## src/rtl/fft_pkg.sv

```systemverilog
// Shared constants and types for the FFT back-end blocks.
// Holds the default sample format and bin count used by the FFT instances,
// and the state encoding of the bin serializer.
package fft_pkg;

   localparam int FFT_N    = 16;
   localparam int FFT_Q    = 8;
   localparam int FFT_BINS = 16;

   typedef enum logic {
      IDLE   = 1'b0,
      STREAM = 1'b1
   } ser_state_e;

endpackage

```

## src/rtl/cplx_abs_sum.sv

```systemverilog
// Combinational |re| + |im| magnitude estimate for one complex sample.
// Ports:
//   re, im : N-bit two's complement inputs
//   mag    : N+1-bit unsigned sum of absolute values
// Each absolute value fits an N-bit unsigned word, so |-2^(N-1)| = 2^(N-1)
// is exact.
// The extra output bit absorbs the carry, so the sum never wraps.
module cplx_abs_sum #(
   parameter int N = 16
) (
   input  logic [N-1:0] re,
   input  logic [N-1:0] im,
   output logic [N:0]   mag
);

   logic [N-1:0] abs_re;
   logic [N-1:0] abs_im;

   // Two's complement negate, read back as unsigned. The most negative value
   // maps onto itself, and read as unsigned that is the correct magnitude.
   assign abs_re = re[N-1] ? (~re + N'(1)) : re;
   assign abs_im = im[N-1] ? (~im + N'(1)) : im;

   assign mag = {1'b0, abs_re} + {1'b0, abs_im};

endmodule

```

## src/rtl/fft_bin_serializer.sv

```systemverilog
// Captures one complex spectrum on the FFT's cycle-done pulse and streams the
// bins out in natural order over valid/ready, with |re|+|im| attached.
// Ports:
//   i_clk, i_rst           : clock, asynchronous active-low reset
//   i_frame_valid          : one-cycle frame pulse
//   i_bins_re, i_bins_im   : packed spectrum, bin k at [k*N +: N]
//   o_valid, i_ready       : output handshake
//   o_bin_re, o_bin_im     : current bin
//   o_bin_idx, o_mag       : bin index and magnitude estimate
//   o_last                 : marks bin BINS-1
//   o_busy                 : a captured frame is still draining
//   o_overrun, o_drop_cnt  : sticky drop flag and saturating drop counter
//   i_clr_overrun          : synchronous clear of the overrun status
//
// state  | meaning
// -------+-----------------------------------------------------------
// IDLE   | no frame held, waiting for i_frame_valid
// STREAM | shadow bank holds a frame, presenting shadow[index]
module fft_bin_serializer
   import fft_pkg::*;
#(
   parameter int N    = FFT_N,
   parameter int Q    = FFT_Q,
   parameter int BINS = FFT_BINS,
   parameter int IDXW = $clog2(FFT_BINS)
) (
   input  logic              i_clk,
   input  logic              i_rst,
   input  logic              i_frame_valid,
   input  logic [BINS*N-1:0] i_bins_re,
   input  logic [BINS*N-1:0] i_bins_im,
   output logic              o_valid,
   input  logic              i_ready,
   output logic [N-1:0]      o_bin_re,
   output logic [N-1:0]      o_bin_im,
   output logic [IDXW-1:0]   o_bin_idx,
   output logic [N:0]        o_mag,
   output logic              o_last,
   output logic              o_busy,
   output logic              o_overrun,
   output logic [7:0]        o_drop_cnt,
   input  logic              i_clr_overrun
);

   localparam logic [IDXW-1:0] LAST_IDX = IDXW'(BINS - 1);

   // Elaboration-time sanity checks on the parameter set; Q is carried only
   // so instances line up with the FFT blocks.
   if (BINS != (1 << IDXW)) begin : g_bad_bins
      $error("fft_bin_serializer: BINS must equal 2**IDXW");
   end
   if (Q >= N) begin : g_bad_q
      $error("fft_bin_serializer: Q must be smaller than N");
   end

   ser_state_e        state_q, state_d;
   logic [IDXW-1:0]   idx_q, idx_d;
   logic [BINS*N-1:0] shadow_re, shadow_im;

   logic              xfer;
   logic              at_last;
   logic              capture;
   logic              load_out;
   logic              drop;

   logic [N-1:0]      sel_re, sel_im;
   logic [N:0]        sel_mag;

   assign xfer    = o_valid & i_ready;
   assign at_last = (idx_q == LAST_IDX);

   always_ff @(posedge i_clk or negedge i_rst) begin
      if (!i_rst) begin
         state_q <= IDLE;
         idx_q   <= '0;
      end else begin
         state_q <= state_d;
         idx_q   <= idx_d;
      end
   end

   always_comb begin
      state_d  = state_q;
      idx_d    = idx_q;
      capture  = 1'b0;
      load_out = 1'b0;
      drop     = 1'b0;
      case (state_q)
         IDLE: begin
            if (i_frame_valid) begin
               capture  = 1'b1;
               load_out = 1'b1;
               idx_d    = '0;
               state_d  = STREAM;
            end
         end
         STREAM: begin
            if (xfer && at_last) begin
               // A pulse landing on the final transfer is a seamless
               // follow-on frame, not an overrun.
               load_out = 1'b1;
               idx_d    = '0;
               if (i_frame_valid) begin
                  capture = 1'b1;
               end else begin
                  state_d = IDLE;
               end
            end else begin
               if (xfer) begin
                  load_out = 1'b1;
                  idx_d    = idx_q + IDXW'(1);
               end
               drop = i_frame_valid;
            end
         end
         default: begin
            state_d = IDLE;
            idx_d   = '0;
         end
      endcase
   end

   // Next presented bin: a fresh capture always starts at bin 0 straight from
   // the input bus, since the shadow bank is only written on this same edge.
   assign sel_re = capture ? i_bins_re[0 +: N] : shadow_re[idx_d*N +: N];
   assign sel_im = capture ? i_bins_im[0 +: N] : shadow_im[idx_d*N +: N];

   cplx_abs_sum #(
      .N (N)
   ) u_abs_sum (
      .re  (sel_re),
      .im  (sel_im),
      .mag (sel_mag)
   );

   always_ff @(posedge i_clk or negedge i_rst) begin
      if (!i_rst) begin
         shadow_re <= '0;
         shadow_im <= '0;
      end else if (capture) begin
         shadow_re <= i_bins_re;
         shadow_im <= i_bins_im;
      end
   end

   // Output word only moves on capture or transfer, which keeps it frozen
   // through any stall.
   always_ff @(posedge i_clk or negedge i_rst) begin
      if (!i_rst) begin
         o_bin_re <= '0;
         o_bin_im <= '0;
         o_mag    <= '0;
         o_last   <= 1'b0;
      end else if (load_out) begin
         o_bin_re <= sel_re;
         o_bin_im <= sel_im;
         o_mag    <= sel_mag;
         o_last   <= (state_d == STREAM) && (idx_d == LAST_IDX);
      end
   end

   always_ff @(posedge i_clk or negedge i_rst) begin
      if (!i_rst) begin
         o_overrun  <= 1'b0;
         o_drop_cnt <= '0;
      end else if (drop) begin
         o_overrun  <= 1'b1;
         if (i_clr_overrun) begin
            o_drop_cnt <= 8'd1;
         end else if (o_drop_cnt != 8'hFF) begin
            o_drop_cnt <= o_drop_cnt + 8'd1;
         end
      end else if (i_clr_overrun) begin
         o_overrun  <= 1'b0;
         o_drop_cnt <= '0;
      end
   end

   assign o_valid   = (state_q == STREAM);
   assign o_busy    = (state_q == STREAM);
   assign o_bin_idx = idx_q;

endmodule
```

## config.mk

```make
export PLATFORM = sky130hd
export DESIGN_NAME = fft_bin_serializer
export DESIGN_NICKNAME = d
export VERILOG_FILES = /design/src/rtl/fft_pkg.sv /design/src/rtl/cplx_abs_sum.sv /design/src/rtl/fft_bin_serializer.sv
export SDC_FILE = /design/constraint.sdc
export NUM_CORES = 2
export LEC_CHECK = 0
export CORE_AREA = 2 2 229 231
export CTS_CLUSTER_DIAMETER = 100
export CTS_CLUSTER_SIZE = 24
export DETAILED_ROUTE_END_ITERATION = 10
export DIE_AREA = 0 0 231 233
export DONT_BUFFER_PORTS = 1
export PLACE_DENSITY = 0.72
export REMOVE_ABC_BUFFERS = 1
export SYNTH_ARGS = -nofsm -noshare
export SYNTH_HDL_FRONTEND = slang
export SYNTH_SLANG_ARGS = --single-unit
```

## constraint.sdc

```tcl
create_clock -name i_clk -period 4.7 [get_ports i_clk]
set_input_delay 0.47 -clock i_clk [delete_from_list [all_inputs] [get_ports i_clk]]
set_output_delay 0.47 -clock i_clk [all_outputs]
set_load 0.03 [all_outputs]
```

==> run metrics <==
EDFF count, synth 0; Gate Count Post-Synth 3419; synth cell count leaders nand2_1, dfrtp_1, clkbuf_1; CTS Root Cell clkbuf_16; Post-Syn Area 27850 µm²; Setup CP Type flop to flop; sequential share of the synthesized area 51.76%; dpl cells 4130; Final Core Density 69.37%; Num CTS Buffers 28; Ports 582; GPL Wtd Cong 0.9422; Worst Skew 0.01971 ns; predominant post-synthesis flop cell dfrtp_1; Crit path max-delay family simple AND/OR/NAND/NOR gates; Final Non-Filler Cells 4618; DR vias 27160; Pwr Density 900.7 nW/µm²; largest cells by area after synthesis dfrtp_1, nand2_1, mux2i_1; Hold Vio Cnt, Final 253; H-tree depth 1; Worst Setup End Kind flop; Worst Hold Class input pin to asynchronous set/reset pin; Period minus WS final 4.875 ns; CP cell instances buf_6 -> and3b_2 -> a22oi_4 -> buf_12 -> buf_8 -> inv_6 -> buf_12 -> buf_4 -> a211oi_1 -> a2111oi_1 -> nor4_4 -> buf_4 -> nand3_2 -> nor4b_4 -> a31oi_1 -> xnor2_1 -> ha_1 -> or2_2 -> a21o_1 -> a31oi_2 -> nor2_1 -> o41a_1; Worst Setup Slack, final -0.1751 ns; Max VDD drop 1.023 mV; nets 4467; Critical R2R Capture o_mag[16]$_DFFE_PN0P_; row count 83; most frequent cell after synthesis nand2_1; RR Startpoint o_busy$_DFF_PN0_; leakage 17.78 nW; Worst setup SP type flop; fraction of layout cells with a size suffix above 1 9.715%; flops & latches, synth 576; slowest CP cell dfrtp_1; f_max 205.1 MHz; Congestion Overflow GR 0; share of the synthesized area in the top cell type 51.76%; status finished, violations left; vias in the first global route 27100; Worst-Skew Late Latency 0.62 ns; Tightest Pin Transition 3.039 ns; global-route wire length before repair 155700 µm; Antenna Nets Post-Route 0; Cell variety after synth 87; number of port buffers 0; Worst EP arrival 5.37 ns; part of the cycle the worst path needs 103.7%; crit-path max cell delay 0.41 ns; core area 51090 µm²; synth-to-layout area growth 27.28%; Yosys warning count 0; failing checks negative hold slack, max-slew violations, negative setup slack; Syn Area/Cell 8.145 µm²; initial antenna violation count 7; die area 53820 µm²; RSZ-0062 raised after global routing true; reg2reg path depth 22; DP Wirelength 68400 µm; Slew HR -102.6%; setup violators final 5; CP bufs+invs 7; clock tree buffer depth 3; final slew viol count 425; ys async rst share 100.0%; MaxCap Viol Count 0; Critical Path Start o_busy$_DFF_PN0_; routed vias/inst 5.881; TritonCTS clock tree yes; clock transition at the registers of the reported paths 0.10 ns; hold slack -0.4540 ns; largest net degree at the start of global routing 577; DRT Pass-1 Iters 6; GRT Overall Usage 37.79%; detailed router's first-iteration violation count 3029; Die W 231 µm; r2r setup slk -0.18 ns; Wirelength per Cell 22.29 µm; Die Ht 233 µm; CP Max Fanout 14; wirelength, routed 102900 µm; initial core utilization 54.50%; DRC 0; WP data required 5.19 ns; CTS sink cnt 576; Fill cells 3773; post-synth top area cell dfrtp_1
-- power breakdown --
group | internal, mW | total (mW) | switching (mW)
Clock | 1.13 | 2.77 | 1.63
Sequential | 7.23 | 9.31 | 2.07
Combinational | 9.24 | 19.9 | 10.6
-- cell usage in the layout, fill, tap and decap left out, types with 27 or more instances in the layout --
cell type      count
nand2_1         1827
dfrtp_1          576
dlygate4sd3_1    434
buf_4            221
nand3_1          117
nor2_1           102
a21oi_1           80
mux2i_1           78
a32oi_1           36
clkbuf_16         29
o21ai_0           27
-- timing repair --
action,4_1_cts,5_1_grt
setup buffers,11,4
resized for setup,65,24
hold buffers,432,2
setup endpoints to repair,10,11
pin swaps,21,13
hold endpoints to repair,1016,578
-- worst register-to-register path, delay by kind of cell, from the launching register on --
family | cells | cell delay (ns)
fa+ha+maj | 1 | 0.29
xor+xnor | 1 | 0.14
compound gates | 7 | 1.42
flops | 1 | 0.41
buf+inv | 7 | 1.04
simple gates | 6 | 1.46
-- cells by family after synthesis --
group,after synthesis,synth area share [%]
and+or+nand+nor,2153,30.81
DFF,576,51.76
AOI/OAI and AO/OA,297,7.594
buffers and inverters,241,3.887
muxes,90,3.689
xor gates and xnor gates,41,1.290
adders and majority gates,21,0.9705
-- metal layers --
layer | GRT usage (%) | vias to the layer above | part of all wire [%]
met5 | 0 | - | 0.016
met4 | 18.23 | 2 | 5.3
met3 | 8.064 | 373 | 9.4
met2 | 60.82 | 1650 | 47
met1 | 48.84 | 13100 | 38
li1 | - | 12040 | -
-- through the flow --
step / instance area [µm²] / worst slack (ns) / setup TNS (ns) / power, mW
2_1_floorplan: 26870 / -20.04 / -8684.87 / 19.69
3_3_place_gp: 29830 / -0.3277 / -1.896 / 26.77
3_5_place_dp: 29830 / -0.3916 / -2.418 / 27.06
4_1_cts: 35290 / -0.06047 / -0.1904 / 31.17
5_1_grt: 35440 / -0.4294 / -2.747 / 34.06
6_report: 35440 / -0.1751 / -0.4710 / 31.93
-- sequential cells by signal, summed over array words and instances (netlist names) --
signal and count:
shadow_re 256, shadow_im 256, o_bin_idx 4, o_bin_im 16
o_drop_cnt 8, o_last 1, o_mag 17, o_busy 1
o_bin_re 16, o_overrun 1
-- how the worst max path moves through the flow --
stage                                 end  cells past startpoint  slack (ns)
finish              o_mag[16]$_DFFE_PN0P_                     22       -0.18
global route        o_mag[16]$_DFFE_PN0P_                     23       -0.43
CTS                 o_mag[16]$_DFFE_PN0P_                     22       -0.06
detailed placement  o_mag[16]$_DFFE_PN0P_                     22       -0.39
global placement    o_mag[15]$_DFFE_PN0P_                     24       -0.33
floorplan           o_mag[12]$_DFFE_PN0P_                     15      -20.04
-- area by class of cell --
cell class,instances,area [µm²],area share (%)
Inverter,29,128.9,0.3636
Timing Repair Buffer,692,6626,18.70
Antenna cell,6,15.01,0.04236
Multi-Input combinational cell,2602,12640,35.66
Clock buffer,31,743.2,2.097
Tap cell,680,850.8,2.400
Sequential cell,576,14410,40.67
Clock inverter,2,27.53,0.07766
(Power assumes the default switching activity.)
